==> config.mk <==
export PLATFORM = sky130hd
export DESIGN_NAME = fpu_busif
export DESIGN_NICKNAME = d
export VERILOG_FILES = /design/src/rtl/fpu_busif_pkg.sv /design/src/rtl/fpu_busif.sv
export SDC_FILE = /design/constraint.sdc
export NUM_CORES = 1
export LEC_CHECK = 0
export CAP_MARGIN = 25
export CORE_MARGIN = 3
export CORE_UTILIZATION = 30
export CTS_BUF_LIST = sky130_fd_sc_hd__clkbuf_4 sky130_fd_sc_hd__clkbuf_8
export DETAILED_ROUTE_END_ITERATION = 12
export PLACE_DENSITY = 0.6
export SYNTH_ARGS = -nofsm -noshare
export SYNTH_HDL_FRONTEND = slang
export SYNTH_SLANG_ARGS = --single-unit
==> constraint.sdc <==
create_clock -name clk -period 3.5 [get_ports clk]
set_input_delay 0.35 -clock clk [delete_from_list [all_inputs] [get_ports clk]]
set_output_delay 0.35 -clock clk [all_outputs]
set_load 0.01 [all_outputs]
==> src/rtl/fpu_busif_pkg.sv <==
// ============================================================================
// Module   : pa_fpu (package)
// Purpose  : Operation codes, register map and controller states for fpu_busif
// Revision : 1.0 - initial release
// ============================================================================
`default_nettype none

package pa_fpu;

    typedef enum logic [7:0] {
        op_add = 8'h00,
        op_sub = 8'h01,
        op_mul = 8'h02,
        op_div = 8'h03
    } e_fpu_operations;

    typedef enum logic [1:0] {
        ST_IDLE = 2'd0,
        ST_RUN  = 2'd1,
        ST_DONE = 2'd2
    } e_busif_state;

    localparam logic [3:0] FPU_ADDR_OPA0  = 4'h0;
    localparam logic [3:0] FPU_ADDR_OPA1  = 4'h1;
    localparam logic [3:0] FPU_ADDR_OPA2  = 4'h2;
    localparam logic [3:0] FPU_ADDR_OPA3  = 4'h3;
    localparam logic [3:0] FPU_ADDR_OPB0  = 4'h4;
    localparam logic [3:0] FPU_ADDR_OPB1  = 4'h5;
    localparam logic [3:0] FPU_ADDR_OPB2  = 4'h6;
    localparam logic [3:0] FPU_ADDR_OPB3  = 4'h7;
    localparam logic [3:0] FPU_ADDR_OPER  = 4'h8;
    localparam logic [3:0] FPU_ADDR_START = 4'h9;
    // Result bytes share address 9 with the start command (read vs. write)
    localparam logic [3:0] FPU_ADDR_RES0   = 4'h9;
    localparam logic [3:0] FPU_ADDR_RES1   = 4'hA;
    localparam logic [3:0] FPU_ADDR_RES2   = 4'hB;
    localparam logic [3:0] FPU_ADDR_RES3   = 4'hC;
    localparam logic [3:0] FPU_ADDR_STATUS = 4'hD;

    localparam logic [31:0] FPU_TIMEOUT_RESULT = 32'h7FC00000;
    localparam logic [7:0]  FPU_TIMEOUT_LAST   = 8'd254;

endpackage

`default_nettype wire

==> src/rtl/fpu_busif.sv <==
// ============================================================================
// Module   : fpu_busif
// Purpose  : 8-bit host bus register file and command sequencer for an FPU core.
//            Optional RUN watchdog enabled by defining FPU_BUSIF_TIMEOUT_EN.
// Revision : 1.0 - initial release
// ============================================================================
`default_nettype none

module fpu_busif
    import pa_fpu::*;
(
    input  logic            clk,
    input  logic            arst,
    input  logic [7:0]      databus_in,
    output logic [7:0]      databus_out,
    input  logic [3:0]      addr,
    input  logic            cs,
    input  logic            rd,
    input  logic            wr,
    input  logic            end_ack,
    output logic            cmd_end,
    output logic            busy,
    output logic [31:0]     op_a,
    output logic [31:0]     op_b,
    output e_fpu_operations operation,
    output logic            start,
    input  logic            core_done,
    input  logic [31:0]     core_result
);

    e_busif_state    r_state;
    e_busif_state    w_state_nxt;
    logic            r_wr_prev;
    logic [31:0]     r_op_a;
    logic [31:0]     r_op_b;
    logic [31:0]     r_result;
    e_fpu_operations r_operation;
    logic            r_start;
    logic            w_strobe;
    logic            w_start_strobe;
    logic            w_done_hit;
    logic            w_err;
    logic            w_timeout;

    assign w_strobe       = r_wr_prev & ~wr & ~cs;
    assign w_start_strobe = w_strobe && (addr == FPU_ADDR_START);
    assign w_done_hit     = (r_state == ST_RUN) && core_done;

`ifdef FPU_BUSIF_TIMEOUT_EN
    logic [7:0] r_tmo_cnt;
    logic       r_err;

    // Fires on the 255th consecutive RUN cycle without a core_done
    assign w_timeout = (r_state == ST_RUN) && !core_done && (r_tmo_cnt == FPU_TIMEOUT_LAST);
    assign w_err     = r_err;

    always_ff @(posedge clk) begin
        if (arst) begin
            r_tmo_cnt <= 8'd0;
            r_err     <= 1'b0;
        end else begin
            r_tmo_cnt <= (r_state == ST_RUN) ? r_tmo_cnt + 8'd1 : 8'd0;
            if (w_start_strobe && r_state == ST_IDLE)
                r_err <= 1'b0;
            else if (w_timeout)
                r_err <= 1'b1;
        end
    end
`else
    assign w_timeout = 1'b0;
    assign w_err     = 1'b0;
`endif

    always_ff @(posedge clk) begin
        if (arst)
            r_state <= ST_IDLE;
        else
            r_state <= w_state_nxt;
    end

    always_comb begin
        w_state_nxt = r_state;
        case (r_state)
            ST_IDLE: if (w_start_strobe)            w_state_nxt = ST_RUN;
            ST_RUN:  if (core_done || w_timeout)    w_state_nxt = ST_DONE;
            ST_DONE: if (end_ack)                   w_state_nxt = ST_IDLE;
            default:                                w_state_nxt = ST_IDLE;
        endcase
    end

    always_comb begin
        busy    = (r_state == ST_RUN);
        cmd_end = (r_state == ST_DONE);
    end

    // Register writes are accepted only while the controller is idle
    always_ff @(posedge clk) begin
        if (arst) begin
            r_wr_prev   <= 1'b1;
            r_op_a      <= 32'd0;
            r_op_b      <= 32'd0;
            r_operation <= op_add;
            r_result    <= 32'd0;
            r_start     <= 1'b0;
        end else begin
            r_wr_prev <= wr;
            r_start   <= 1'b0;
            if (w_strobe && r_state == ST_IDLE) begin
                if (addr[3:2] == 2'b00)
                    r_op_a[{addr[1:0], 3'b000} +: 8] <= databus_in;
                else if (addr[3:2] == 2'b01)
                    r_op_b[{addr[1:0], 3'b000} +: 8] <= databus_in;
                else if (addr == FPU_ADDR_OPER)
                    r_operation <= e_fpu_operations'(databus_in);
                else if (addr == FPU_ADDR_START)
                    r_start <= 1'b1;
            end
            if (w_done_hit)
                r_result <= core_result;
            else if (w_timeout)
                r_result <= FPU_TIMEOUT_RESULT;
        end
    end

    always_comb begin
        databus_out = 8'h00;
        if (!cs && !rd) begin
            case (addr)
                FPU_ADDR_OPA0, FPU_ADDR_OPA1, FPU_ADDR_OPA2, FPU_ADDR_OPA3:
                    databus_out = r_op_a[{addr[1:0], 3'b000} +: 8];
                FPU_ADDR_OPB0, FPU_ADDR_OPB1, FPU_ADDR_OPB2, FPU_ADDR_OPB3:
                    databus_out = r_op_b[{addr[1:0], 3'b000} +: 8];
                FPU_ADDR_OPER:   databus_out = r_operation;
                FPU_ADDR_RES0:   databus_out = r_result[7:0];
                FPU_ADDR_RES1:   databus_out = r_result[15:8];
                FPU_ADDR_RES2:   databus_out = r_result[23:16];
                FPU_ADDR_RES3:   databus_out = r_result[31:24];
                FPU_ADDR_STATUS: databus_out = {5'b0, w_err, busy, cmd_end};
                default:         databus_out = 8'h00;
            endcase
        end
    end

    assign op_a      = r_op_a;
    assign op_b      = r_op_b;
    assign operation = r_operation;
    assign start     = r_start;

endmodule

`default_nettype wire
; ---- After elaboration in Yosys (flattened, before gate mapping)
; Index checks and enable logic that the tools add are counted.
[word_totals]
out_inout_bits = 83
latch_bits = 0
mem_bits_rw = 0
inputBits = 51
romBits = 0
wordCells = 63
regBits = 108
n_memories = 0
[op_classes]
div = 0
bitwise_logic = 7
muxes = 9
mul = 0
order_cmp = 0
reduce_logical = 16
n_shift = 4
eq_ne = 19
addsub = 1
[ops]
columns = cell, n
row1 = 32-bit bitwise mux, 2
row2 = 8-bit one-hot mux with 8 select lines, 1
row3 = 32-bit by 6-bit indexed part select with 8-bit output, 2
row4 = "8-bit by 7-bit variable shift with 32-bit output, first input constant", 1
row5 = 8-bit by 7-bit indexed part select with 32-bit output, 1
row6 = "4-bit equality test, second input constant", 6
row7 = "4-bit by 3-bit equality test with 1-bit output, second input constant", 4
row8 = "4-bit by 2-bit equality test with 1-bit output, second input constant", 2
row9 = 8-bit 2-to-1 mux, 1
row10 = 4-bit OR reduction, 2
row11 = 5-bit negator with 7-bit output, 1
row12 = 2-bit 2-to-1 mux, 3
row13 = 2-bit one-hot mux with 3 select lines, 1
row14 = 3-bit AND reduction, 2
row15 = 1-bit inverter, 5
row16 = 5-bit OR reduction, 1
row17 = "2-bit by 1-bit equality test with 1-bit output, second input constant", 2
row18 = "4-bit by 1-bit equality test with 1-bit output, second input constant", 1
row19 = 1-bit logical AND, 4
row20 = 2-bit logical NOT, 2
row21 = 4-bit logical NOT, 1
row22 = "2-bit != test, second input constant", 2
row23 = 4-bit AND reduction, 1
row24 = 1-bit bitwise AND, 2
row25 = 5 further kinds, 6

; ---- Logic depth before layout (Yosys ltp)
[depth]
ltp_word = 6
mapped_depth = 11
ltp_nobuf = 6

; ---- Worst setup path before layout
; OpenSTA, ideal clock, no wires.
[synth_timing]
path_type = input to output
start = input port addr[1]
end = output port databus_out[2]
required_ns = 3.150
t_arrival_ns = 2.798
setup_slack_ns = 0.352
n_path_buf = 4
path_stages = 10
path_cell_list = clkbuf_1 clkbuf_1 inv_1 ha_1 clkbuf_1 or4_1 nand2_1 buf_2 a211oi_1 o41ai_1
[synth_between]
elab_chain_cells = 4
word_cells_on_any_way = 20
cone_classes = 13 x eq/ne / 2 x shift / 2 x mux / 3 x reduce/logical
[synth_rtl]
columns = item, line
row1 = "start, declared", fpu_busif.sv:16  ; input logic [3:0] addr,
row2 = "parallel branches: the longest is 2 deep, another holds 32-bit by 6-bit indexed part select with 8-bit output", n/a
row3 = 8-bit one-hot mux with 8 select lines *, fpu_busif.sv:128  ; case (addr)
row4 = 8-bit 2-to-1 mux *, fpu_busif.sv:127  ; if (!cs && !rd) begin
row5 = "end, declared", fpu_busif.sv:15  ; output logic [7:0] databus_out,
; Mark *: on every way between the ends.

; ---- Worst setup path in the final report
[layout_timing]
start = input port addr[1]
end = output port databus_out[0]
; Same word-level chain as after synthesis.

==> impl_results.md <==
- Max-cap violations: 0
- Slew headroom: 30.7%
- Worst Hold Path EP: r_result[26]$_SDFFE_PP0P_
- Via density: 5.23
- Clk sink count: 108
- Vias: 4981
- Unrepaired setup endpoints after global routing: false
- Hold WC Path Type: reg -> reg
- Post-CTS setup buffers: 0
- Critical Path End Type: output pin
- DR pass1 iterations: 5
- Crit-path leading delay family: buffers and inverters
- Iteration-0 DRC count of the detailed router: 315
- Synth Flop Type: dfxtp_1
- Yosys Warn Count: 0
- DRC Markers: 0
- Max frequency: 298 MHz
- Hold Violations, Final: 0
- CP bufs+invs: 4
- Post-synth ARST share: 0%
- Crit start category: input port
- Worst reg2reg path depth: 4
- Slew @ Worst Pin: 1.04 ns
- CP required: 3.15 ns
- Initial Util: 30.9%
- WP data arrival: 3.01 ns
- Total Routing Usage GR: 20.4%
- Root buf cell: clkbuf_8
- R2r endpoint: op_b[10]$_SDFFE_PP0P_
- Min Clock Period, post-route: 3.36 ns
- Slowest CP cell: clkdlybuf4s50_1
- CTS tree: built
- Hold buffer count at CTS: 0
- Mean Syn Cell Area: 8.65 sq um
- Die area: 18900 sq um
- Share of cells above drive strength 1: 9.84%
- FF-to-FF Start: r_state[0]$_SDFFE_PP0P_
- Clock buffer depth: 2
- CP Cell Sequence: clkdlybuf4s50_1, inv_1, ha_1, or4_4, nand2_1, buf_4, a211oi_1, o32ai_1, clkdlybuf4s50_1
- Number of synthesized flops with an enable pin: 0
- PortBufs: 133
- Sum of net half-perimeters after detailed placement: 14500 um
- Synth top area cells: dfxtp_1 42%, mux2i_1 9.5%, nand2_1 6.6%
- Highest ir drop seen on vdd: 158 uV
- Critical path fanouts, max: 9
- Synth unique cells: 47
- Total wire length: 19100 um
- Area leader, netlist: dfxtp_1
- PwrDens: 316 nW/um^2
- H-tree levels: 3
- Core box area: 16800 sq um
- Fin. max-slew vios: 0
- Clock-pin slew on the worst setup and hold paths: 0.10 ns
- Die width: 137 um
- Synth top cells by count: 108 x dfxtp_1, 91 x nand2_1, 50 x a21oi_1
- Hold Startpoint: r_result[26]$_SDFFE_PP0P_
- WL/cell: 20.0 um
- Status: finished, final reports clean
- P_leak: 2.61 nW
- Net Count, Synth: 653
- Post-Syn Area: 5170 sq um
- Detail Route Antenna Nets: 0
- Gpl congestion: 0.939
- Flops & latches, synth: 108
- WHS: 0.463 ns
- Finish-stage setup viols: 0
- Sequential share of the synthesized area: 41.8%
- CP dominant cell by count: clkdlybuf4s50_1
- Hold Path Depth: 2
- WS Path Type: in -> out
- Top-count cell post-synth: dfxtp_1
- IO Count: 134
- Cell Count Post-Placement: 936
- Max stage delay on crit path: 0.60 ns
- R2r setup slk: 1.23 ns
- CTS Buf Count: 9
- Grt total ovfl: 0
- Clock latency on the worst-skew pair: 0.39 ns
- Largest net degree at the start of global routing: 64
- Net count, final: 782
- Initial antenna violation count: 2
- Non-filler instance count after layout: 953
- Row cnt: 47
- Yosys top cell area share: 41.8%
- Worst clock skew: 0.0102 ns
- Vias in the first global route: 4920
- Area growth syn-to-layout: 35.6%
- Mapped Cells: 598
- First-pass GRT wire length: 28900 um
- Period Utilization, post-route: 95.9%
- Die Span Y: 137 um
[what timing repair did]
item | CTS | global route
endpoints found under the setup margin | 1 | 7
gates cloned | 0 | 0
pin swaps | 1 | 2
resized for setup | 1 | 6
[flip-flops by register name, indices dropped and copies added, names as in the netlist]
signal,count
r_state,2
op_a,32
op_b,32
r_result,32
start,1
operation,8
r_wr_prev,1
[worst max-delay path by stage]
| stage | startpoint | to | cells after the start |
|---|---|---|---|
| 2_1_floorplan | addr[1] | databus_out[2] | 10 |
| 6_report | addr[1] | databus_out[0] | 9 |
| 4_1_cts | addr[0] | databus_out[7] | 10 |
| 5_1_grt | addr[1] | databus_out[6] | 9 |
| 3_3_place_gp | addr[0] | databus_out[4] | 10 |
| 3_5_place_dp | addr[0] | databus_out[4] | 10 |
[cell usage in the layout (no fill, tap or decap), drive strengths merged, types with 2 or more instances in the layout]
cell | Yosys | layout
a222oi | 8 | 8
o32ai | 6 | 6
nand3b | 16 | 16
nand2 | 93 | 93
mux4 | 2 | 2
ha | 4 | 4
a211oi | 11 | 11
or4 | 8 | 8
o22a | 3 | 3
o22ai | 5 | 5
nand3 | 16 | 16
nor4 | 6 | 6
clkdlybuf4s50 | 0 | 127
o21ai | 34 | 34
nor3 | 4 | 4
a21oi | 50 | 50
buf | 16 | 36
a311oi | 3 | 3
inv | 6 | 8
and3 | 9 | 9
nand2b | 24 | 24
mux2 | 8 | 8
nor2 | 29 | 29
dlymetal6s2s | 0 | 4
nor2b | 9 | 9
dfxtp | 108 | 108
mux2i | 49 | 49
a2111oi | 6 | 6
and2 | 18 | 18
clkbuf | 34 | 10
o41ai | 3 | 3
clkinv | 0 | 3
[through the flow]
stage	setup TNS (ns)	utilization (%)	power, mW	area (sq um)	worst slack [ns]
after floorplan	0	-	1.38	5170	0.352
after global placement	0	40.7	1.52	6820	0.00624
after detailed placement	-0.00381	40.7	1.52	6820	-0.00381
after CTS	0	41.7	2.24	6990	0.0285
after global routing	0	41.9	2.30	7010	0.0271
final	0	41.9	2.21	7020	0.145
[power breakdown]
group	switching [mW]	internal (mW)
logic	0.142	0.118
clock network	0.446	0.273
registers	0.00266	1.23
[kinds of logic after synthesis]
family | Yosys count | synth area share (%)
adders and majority gates | 4 | 0.967
and+or+nand+nor | 237 | 23.8
muxes | 59 | 12.1
buffers and inverters | 56 | 4.96
AOI/OAI and AO/OA | 134 | 16.4
DFF | 108 | 41.8
[worst register-to-register path, stage by stage (launching register included)]
cell and delay, ns:
dfxtp_1 0.33, or4b_1 0.72, or4_1 0.76, mux2i_1 0.25, nor2_1 0.07
[area by class of cell]
| class | count | area (sq um) |
|---|---|---|
| Clock buffer | 10 | 131 |
| Antenna cell | 1 | 2.50 |
| Clock inverter | 6 | 47.5 |
| Tap cell | 220 | 275 |
| Inverter | 6 | 22.5 |
| Timing Repair Buffer | 168 | 1610 |
| Fill cell | 1707 | 9740 |
| Multi-Input combinational cell | 434 | 2770 |
| Sequential cell | 108 | 2160 |
[layer usage]
metal	wire (um)	GRT usage, %
met1	8760	27.8
met2	8940	33.3
met3	967	3.36
met4	416	6.21
met5	0	0
Note: power is estimated with default switching activity, not from simulation.
